===== config.mk =====
export PLATFORM = sky130hd
export DESIGN_NAME = sha256_msg_schedule_flat
export DESIGN_NICKNAME = d
export VERILOG_FILES = /design/src/rtl/sha256_msg_schedule_if.sv /design/src/rtl/sha256_msg_schedule.sv /design/src/flat_wrapper.sv
export SDC_FILE = /design/constraint.sdc
export NUM_CORES = 2
export LEC_CHECK = 0
export BUFFER_PORTS_ARGS = -buffer_cell sky130_fd_sc_hd__buf_4
export CORE_ASPECT_RATIO = 0.8
export CORE_MARGIN = 1
export CORE_UTILIZATION = 40
export CTS_CLUSTER_SIZE = 40
export DETAILED_ROUTE_END_ITERATION = 10
export HOLD_SLACK_MARGIN = 0.1
export SLEW_MARGIN = 25
export SYNTH_ARGS = -nofsm -noshare
export SYNTH_HDL_FRONTEND = slang
export SYNTH_SLANG_ARGS = --single-unit

===== constraint.sdc =====
create_clock -name clock -period 11.7 [get_ports clock]
set_clock_uncertainty 0.2 [all_clocks]
set_input_delay 1.17 -clock clock [delete_from_list [all_inputs] [get_ports clock]]
set_output_delay 1.17 -clock clock [all_outputs]
set_load 0.05 [all_outputs]

===== src/rtl/sha256_msg_schedule_if.sv =====
// sha256_msg_schedule_if: block-load and schedule-output handshake bundle.
// The master side drives start, the words and w_ready; the slave side is the expander.
interface sha256_msg_schedule_if #(
   parameter int WORD_W = 32,
   parameter int IDX_W  = 6
);
   logic              start;
   logic              in_valid;
   logic              in_ready;
   logic [WORD_W-1:0] in_word;
   logic              w_valid;
   logic              w_ready;
   logic [WORD_W-1:0] w_word;
   logic [IDX_W-1:0]  w_index;
   logic              busy;
   logic              done;
   modport master (output start, in_valid, in_word, w_ready,
                   input  in_ready, w_valid, w_word, w_index, busy, done);
   modport slave  (input  start, in_valid, in_word, w_ready,
                   output in_ready, w_valid, w_word, w_index, busy, done);
endinterface


===== src/rtl/sha256_msg_schedule.sv =====
// sha256_msg_schedule: expands one 16-word block into W[0..63] from a 16-entry circular buffer.
// Define SHA256_SCHED_STREAM_EN to pass W[0..15] straight through while loading.
module sha256_msg_schedule #(
   parameter int WORD_W = 32,
   parameter int ROUNDS = 64
) (
   input logic                 clock,
   input logic                 reset_n,
   sha256_msg_schedule_if.slave bus
);
   localparam int IDX_W = $clog2(ROUNDS);
   localparam logic [IDX_W-1:0] T_LAST = IDX_W'(ROUNDS - 1);
   localparam logic [IDX_W-1:0] T_GEN  = IDX_W'(16);

   typedef enum logic [1:0] {IDLE, LOAD, EMIT, DONE} state_t;

   state_t            state_q, state_d;
   logic [3:0]        cnt_q, cnt_d;
   logic [IDX_W-1:0]  t_q, t_d;
   logic [WORD_W-1:0] mem_q [16];
   logic [WORD_W-1:0] mem_d [16];
   logic [3:0]        t4;
   logic [WORD_W-1:0] gen_w;
   logic              in_rdy;

   function automatic logic [31:0] s0(input logic [31:0] x);
      return {x[6:0], x[31:7]} ^ {x[17:0], x[31:18]} ^ (x >> 3);
   endfunction

   function automatic logic [31:0] s1(input logic [31:0] x);
      return {x[16:0], x[31:17]} ^ {x[18:0], x[31:19]} ^ (x >> 10);
   endfunction

   // buf[t%16] still holds W[t-16] until the transfer overwrites it with W[t]
   always_comb begin
      t4    = t_q[3:0];
      gen_w = s1(mem_q[t4 - 4'd2]) + mem_q[t4 - 4'd7] + s0(mem_q[t4 - 4'd15]) + mem_q[t4];
   end

   always_comb begin
      state_d      = state_q;
      cnt_d        = cnt_q;
      t_d          = t_q;
      mem_d        = mem_q;
      bus.w_valid  = 1'b0;
      bus.w_word   = (t_q < T_GEN) ? mem_q[t4] : gen_w;
      bus.w_index  = t_q;
      bus.done     = 1'b0;
      bus.busy     = (state_q != IDLE);
`ifdef SHA256_SCHED_STREAM_EN
      in_rdy       = (state_q == LOAD) && bus.w_ready;
`else
      in_rdy       = (state_q == LOAD);
`endif
      bus.in_ready = in_rdy;
      case (state_q)
         IDLE: begin
            if (bus.start) begin
               state_d = LOAD;
               cnt_d   = '0;
            end
         end
         LOAD: begin
`ifdef SHA256_SCHED_STREAM_EN
            bus.w_valid = bus.in_valid;
            bus.w_word  = bus.in_word;
            bus.w_index = IDX_W'(cnt_q);
`endif
            if (bus.in_valid && in_rdy) begin
               mem_d[cnt_q] = bus.in_word;
               cnt_d        = cnt_q + 4'd1;
               if (cnt_q == 4'd15) begin
                  state_d = EMIT;
`ifdef SHA256_SCHED_STREAM_EN
                  t_d     = T_GEN;
`else
                  t_d     = '0;
`endif
               end
            end
         end
         EMIT: begin
            bus.w_valid = 1'b1;
            if (bus.w_ready) begin
               if (t_q >= T_GEN) mem_d[t4] = gen_w;
               t_d = t_q + IDX_W'(1);
               if (t_q == T_LAST) state_d = DONE;
            end
         end
         DONE: begin
            bus.done = 1'b1;
            state_d  = IDLE;
         end
      endcase
   end

   always_ff @(posedge clock) begin
      if (!reset_n) begin
         state_q <= IDLE;
         cnt_q   <= '0;
         t_q     <= '0;
         mem_q   <= '{default: '0};
      end else begin
         state_q <= state_d;
         cnt_q   <= cnt_d;
         t_q     <= t_d;
         mem_q   <= mem_d;
      end
   end
endmodule


===== src/flat_wrapper.sv =====
// flat-port wrapper written by rule: the top's interface ports become plain ports
module sha256_msg_schedule_flat 
#(
   parameter int WORD_W = 32,
   parameter int ROUNDS = 64
)
  (clock, reset_n, bus_start, bus_in_valid, bus_in_word, bus_w_ready, bus_in_ready, bus_w_valid, bus_w_word, bus_w_index, bus_busy, bus_done);
  sha256_msg_schedule_if #(.WORD_W(WORD_W)) bus_i ();
  input logic clock;
  input logic reset_n;
  input wire logic [$bits(bus_i.start)-1:0] bus_start;
  input wire logic [$bits(bus_i.in_valid)-1:0] bus_in_valid;
  input wire logic [$bits(bus_i.in_word)-1:0] bus_in_word;
  input wire logic [$bits(bus_i.w_ready)-1:0] bus_w_ready;
  output wire logic [$bits(bus_i.in_ready)-1:0] bus_in_ready;
  output wire logic [$bits(bus_i.w_valid)-1:0] bus_w_valid;
  output wire logic [$bits(bus_i.w_word)-1:0] bus_w_word;
  output wire logic [$bits(bus_i.w_index)-1:0] bus_w_index;
  output wire logic [$bits(bus_i.busy)-1:0] bus_busy;
  output wire logic [$bits(bus_i.done)-1:0] bus_done;
  assign bus_i.start = bus_start;
  assign bus_i.in_valid = bus_in_valid;
  assign bus_i.in_word = bus_in_word;
  assign bus_i.w_ready = bus_w_ready;
  assign bus_in_ready = bus_i.in_ready;
  assign bus_w_valid = bus_i.w_valid;
  assign bus_w_word = bus_i.w_word;
  assign bus_w_index = bus_i.w_index;
  assign bus_busy = bus_i.busy;
  assign bus_done = bus_i.done;
  sha256_msg_schedule #(.WORD_W(WORD_W), .ROUNDS(ROUNDS)) u_core (.clock(clock), .reset_n(reset_n), .bus(bus_i));
endmodule

# --- After elaboration in Yosys (flattened, before gate mapping) ---
# Index checks and enable logic that the tools add are counted.
word_totals:
  inputBits: 37
  output_inout_bits: 42
  reg_bits: 524
  word_cells: 105
op_classes:
  n_addsub: 8
  mux: 38
  n_reduce_logical: 11
  n_eq_ne: 11
  order_cmp: 9
  bitwise: 9
op_table:
  columns: ["cell", "count"]
  rows:
  - ["512-bit 2-to-1 mux", 3]
  - ["512-bit bitwise mux", 2]
  - ["512-bit case mux with 2 select lines", 1]
  - ["32-bit binary-select mux with 4-bit select", 4]
  - ["32-bit 2-to-1 mux", 11]
  - ["32-bit demux with 4-bit select", 2]
  - ["32-bit adder", 3]
  - ["32-bit bitwise XOR", 2]
  - ["32-bit by 22-bit bitwise XOR with 32-bit output", 1]
  - ["32-bit by 29-bit bitwise XOR with 32-bit output", 1]
  - ["5-bit greater-or-equal comparator, second input constant", 5]
  - ["4-bit inverter with 5-bit output", 5]
  - ["6-bit 2-to-1 mux", 3]
  - ["6-bit case mux with 2 select lines", 1]
  - ["5-bit by 1-bit less-than comparator with 1-bit output, second input constant", 2]
  - ["2-bit 2-to-1 mux", 5]
  - ["4-bit 2-to-1 mux", 2]
  - ["2-bit by 1-bit != test with 1-bit output, second input constant", 4]
  - ["2-bit case mux with 4 select lines", 1]
  - ["4-bit case mux with 2 select lines", 1]
  - ["4-bit AND reduction", 2]
  - ["6-bit by 1-bit adder with 6-bit output, second input constant", 1]
  - ["6-bit == test, second input constant", 1]
  - ["6-bit by 5-bit greater-or-equal comparator with 1-bit output, second input constant", 1]
  - ["15 further kinds", 22]

# --- Logic depth before layout (Yosys ltp) ---
depth:
  depth_word: 14
  ltp_mapped: 33
  ltp_nobuf: 22

# --- Least setup slack after synthesis ---
# Ideal clock, no wire load.
synth_timing:
  kind: "reg-to-output"
  start: "register u_core.t_q[0] (netlist: u_core.bus.w_index[0])"
  end: "output port bus_w_word[29]"
  slack_ps: 755
  arrival_ps: 9575
  stages_incl_launch_ff: 33
  n_path_buf: 11
  path_cell_list: "dfxtp_1 -> buf_6 -> buf_6 -> buf_2 -> clkbuf_1 -> buf_2 -> buf_2 -> inv_1 -> ha_1 -> buf_6 -> buf_2 -> buf_1 -> clkbuf_1 -> mux4_2 -> mux4_2 -> xnor2_1 -> xnor2_1 -> fa_1 -> inv_1 -> fa_1 -> inv_1 -> ha_1 -> inv_1 -> fa_1 -> nor2b_1 -> o2111ai_1 -> a211oi_1 -> nor3_1 -> o31ai_1 -> a41oi_1 -> xor2_1 -> buf_2 -> o21ai_0"
synth_via:
  elab_chain_cells: 11
synth_rtl:
  columns: ["element", "line_no", "rtl"]
  rows:
  - ["from (decl)", "sha256_msg_schedule.sv:19", "logic [IDX_W-1:0] t_q, t_d;"]
  - ["from (signal assigned)", "sha256_msg_schedule.sv:106", "t_q <= t_d;"]
  - ["4-bit by 2-bit subtractor with 4-bit output", "sha256_msg_schedule.sv:37", "gen_w = s1(mem_q[t4 - 4'd2]) + mem_q[t4 - 4'd7] + s0(mem_q[t4 - 4'd15]) + mem_q[t4];"]
  - ["4-bit inverter with 5-bit output (implied by the code)", "sha256_msg_schedule.sv:37", null]
  - ["32-bit binary-select mux with 4-bit select", "sha256_msg_schedule.sv:37", null]
  - ["32-bit 2-to-1 mux (implied by the code) (2 in a row)", "sha256_msg_schedule.sv:37", null]
  - ["32-bit bitwise XOR", "sha256_msg_schedule.sv:31", "return {x[16:0], x[31:17]} ^ {x[18:0], x[31:19]} ^ (x >> 10);"]
  - ["32-bit by 22-bit bitwise XOR with 32-bit output", "sha256_msg_schedule.sv:31", null]
  - ["32-bit adder (3 in a row)", "sha256_msg_schedule.sv:37", null]
  - ["32-bit 2-to-1 mux *", "sha256_msg_schedule.sv:46", "bus.w_word = (t_q < T_GEN) ? mem_q[t4] : gen_w;"]
  - ["to (decl)", "flat_wrapper.sv:17", "output wire logic [$bits(bus_i.w_word)-1:0] bus_w_word;"]
# Mark *: on every way between the ends. The rest lies on a longest branch, timed or not. The select of a mux whose other input is x is not followed.

# --- Worst setup path after layout ---
# Ends and elaborated chain as after synthesis.

==> reports/results.ini <==
[hold_path]
whs_path_depth = 2
worstHoldPathType = reg -> reg
min_from = u_core.mem_q[501]
min_to = u_core.mem_q[501]

[critical_path]
worstSetupEndpointType = output pin
worstReg2RegEnd = u_core.mem_q[507]
rrSetupSlack_ns = 3.31
crit_required_ns = 10.33
arrival_ns = 8.96
start_kind = flop
rr_startpoint = u_core.bus.w_index[0]
r2r_cells = 22
crit_type = reg -> out
cp_max_fo = 30

[clock_tree]
cts_tree = done
cts.clk_slew.worst_paths_ns = 0.07
cts_buffer_depth = 3
cts.sinks = 524
cts_resized = 0
cts_root_buffer = clkbuf_16
cts_setup_buffers = 0
htreeDepth = 2
postCtsHoldBufs = 0
cts_buffers = 58
clk_latency_ns = 0.69

[status]
status = complete, no violations

[layout]
drive_gt1_share_pct = 22.98
fin_area_mm2 = 0.04476
n_fill_cell = 9563
synthToLayoutAreaGrowth_pct = 10.01
multi_input_area_mm2 = 0.02831
regArea_mm2 = 0.01051
final_nets = 4214
layout.cells.non_filler = 5450

[synth]
ys_warn_count = 0
yosysSeqAreaShare_pct = 25.79
ys.flop_type = dfxtp_1
synth_edf_count = 0
ys_ff_latch = 524
yosysUniqueCellTypes = 66
async_reset_ff_share_pct = 0
netlist_area_mm2 = 0.04068
avgSynthCellArea_um2 = 9.521
syn_inst = 4273
synth_nets = 4417

[routing]
dr.pass1.iters = 9
wl_um = 204100
drc_errors = 0
via_per_inst = 7.637
num_vias = 41624
drtAntennaViolNets = 0
drt_iter0_drc = 7713
avgRoutedWirePerCell_um = 37.45

[power_and_ir_drop]
switching_power_mw = 3.063
pwr-share-comb_pct = 42.0
power_mw = 6.863
sw_frac_of_total_pct = 44.63
internal_power_mw = 3.800
vdd_drop_max_uv = 169.2
powerDensity_mw_per_mm2 = 153.4
p_clk_share_pct = 30.3
leakagePower_nw = 14.54
p_seq_share_pct = 27.7

[job]
cap_violations = 0

[timing]
period_share_pct = 88.28
rsz0062_at_grt = false
fmax_ghz = 0.09682
hold_viol = 0
slew_headroom_pct = 12.39
fin_crit_ns = 10.33
tightest_slew_ns = 1.311
finalSetupViolations = 0
finalMaxSlewViolations = 0
holdWs_ns = 0.3156
fin_setup_tns_ns = 0

[placed_design]
routabilityCongestion = 1.073
place_area_mm2 = 0.04260
io_buffers = 78
place_inst = 5334
dpl.hpwl_um = 128200

[grt]
grtUsageTotal_pct = 38.64
grt-ovfl-total = 0
grt_pass1_wl_um = 284800
antenna_found_initial = 12
grt_max_degree = 115
first_global_vias = 37305

[floorplan]
rows = 104
initial_core_util_pct = 40.39
io_pins = 79
die_w_um = 358.6
die_height_um = 287.2
coreArea_mm2 = 0.1007
die_area_mm2 = 0.1030

[final cells by class]
type	instances	share of cell area [%]
repair buffers	225	3.933
flip-flops and latches	524	23.47
well taps	1325	3.704
inverters	117	0.9980
multi-input cells	3144	63.25
clock buffers	77	3.718
clock inverters	29	0.8778
diodes	9	0.05032
[logic make-up after synthesis]
| family | after synthesis | share of synthesized area (%) |
|---|---|---|
| compound gates | 1282 | 20.37 |
| fa+ha+maj | 107 | 4.435 |
| buf+inv | 605 | 5.800 |
| xor+xnor | 146 | 3.180 |
| flops | 524 | 25.79 |
| mux | 521 | 28.52 |
| simple gates | 1088 | 11.92 |
[layout by cell type, fill, tap and decap left out, types with 16 or more instances in the layout]
| cell type | Yosys | layout |
|---|---|---|
| a211oi_1 | 45 | 42 |
| o31ai_1 | 20 | 19 |
| clkbuf_16 | 0 | 59 |
| fa_1 | 62 | 62 |
| o22ai_1 | 42 | 42 |
| xor2_1 | 21 | 18 |
| a32oi_1 | 29 | 29 |
| mux4_2 | 510 | 510 |
| nor3_1 | 201 | 197 |
| nand2_1 | 159 | 157 |
| a221oi_1 | 171 | 171 |
| inv_1 | 115 | 115 |
| o211ai_1 | 47 | 47 |
| nor2_4 | 0 | 20 |
| xnor2_1 | 123 | 121 |
| a21oi_1 | 219 | 218 |
| dfxtp_1 | 524 | 520 |
| a31oi_1 | 62 | 62 |
| buf_4 | 0 | 218 |
| ha_1 | 45 | 42 |
| nor2_1 | 503 | 481 |
| nand3_1 | 78 | 77 |
| o32ai_1 | 28 | 28 |
| or3_1 | 48 | 48 |
| a22oi_1 | 42 | 42 |
| o221ai_1 | 20 | 20 |
| nor2b_1 | 31 | 16 |
| o21ai_0 | 428 | 423 |
[worst max-delay path, stage by stage, from the launching register on]
cell and delay, ns:
dfxtp_4 0.57, inv_1 0.18, ha_4 0.79, buf_4 0.40
mux4_2 0.38, mux4_2 0.58, xnor2_1 0.39, xnor2_1 0.16
fa_1 0.52, inv_1 0.05, fa_1 0.42, inv_1 0.07
ha_1 0.18, inv_1 0.07, fa_1 0.46, nor2b_1 0.16
o2111ai_1 0.19, a211oi_1 0.27, buf_4 0.19, nor3_1 0.09
o31ai_1 0.46, a41oi_1 0.20, xor2_1 0.19, buf_4 0.23
o21ai_0 0.62, buf_4 0.33
[registers in the layout, indices dropped and copies added (netlist names)]
name	flops
u_core.mem_q	512
u_core.bus.w_index	6
u_core.cnt_q	4
u_core.state_q	2
[power groups by stage]
stage | registers [mW] | logic [mW] | clock network [mW]
global placement | 1.93 | 2.74 | 0
finish | 1.90 | 2.88 | 2.08
floorplan | 1.91 | 1.69 | 0
CTS | 1.89 | 2.75 | 2.07
global route | 1.90 | 2.96 | 2.14
detailed placement | 1.93 | 2.74 | 0
[Yosys cell counts, types with 45 or more instances]
| master | count | area (um2) |
|---|---|---|
| fa_1 | 62 | 1241 |
| buf_1 | 51 | 191.4 |
| o21ai_0 | 428 | 2142 |
| nand3_1 | 78 | 390.4 |
| or3_1 | 48 | 300.3 |
| nand2_1 | 159 | 596.8 |
| o211ai_1 | 47 | 352.8 |
| xnor2_1 | 123 | 1077 |
| a211oi_1 | 45 | 337.8 |
| dfxtp_1 | 524 | 10490 |
| clkbuf_1 | 391 | 1468 |
| nor3_1 | 201 | 1006 |
| inv_1 | 115 | 431.7 |
| a221oi_1 | 171 | 1498 |
| a31oi_1 | 62 | 387.9 |
| nor2_1 | 503 | 1888 |
| a21oi_1 | 219 | 1096 |
| ha_1 | 45 | 563.0 |
| mux4_2 | 510 | 11490 |
[through the flow]
| step | setup WS, ns | util [%] |
|---|---|---|
| final | 1.371 | 44.44 |
| after global routing | 1.125 | 44.42 |
| after CTS | 1.557 | 44.34 |
| after detailed placement | 2.288 | 42.30 |
| after global placement | 2.082 | 42.27 |
| after floorplan | 0.7546 | - |
[metal layers]
metal,share of wire [%],up-vias,wire (um),track usage (%)
met3,18,769,37740,18.91
met4,6.2,8,12630,20.21
met1,36,20517,73830,51.41
li1,-,16152,-,-
met2,39,4178,79730,50.79
met5,0.091,-,186,1.163
[how the worst max path moves through the flow]
| stage | from | endpoint | slack (ns) | cells after the start |
|---|---|---|---|---|
| after floorplan | u_core.bus.w_index[0] | bus_w_word[29] | 0.75 | 32 |
| after global placement | u_core.bus.w_index[0] | bus_w_word[28] | 2.08 | 22 |
| after detailed placement | u_core.bus.w_index[0] | bus_w_word[29] | 2.29 | 23 |
| after CTS | u_core.bus.w_index[0] | bus_w_word[29] | 1.56 | 23 |
| after global routing | u_core.bus.w_index[0] | bus_w_word[29] | 1.13 | 25 |
| final | u_core.bus.w_index[0] | bus_w_word[29] | 1.37 | 25 |
(Power assumes the default switching activity.)
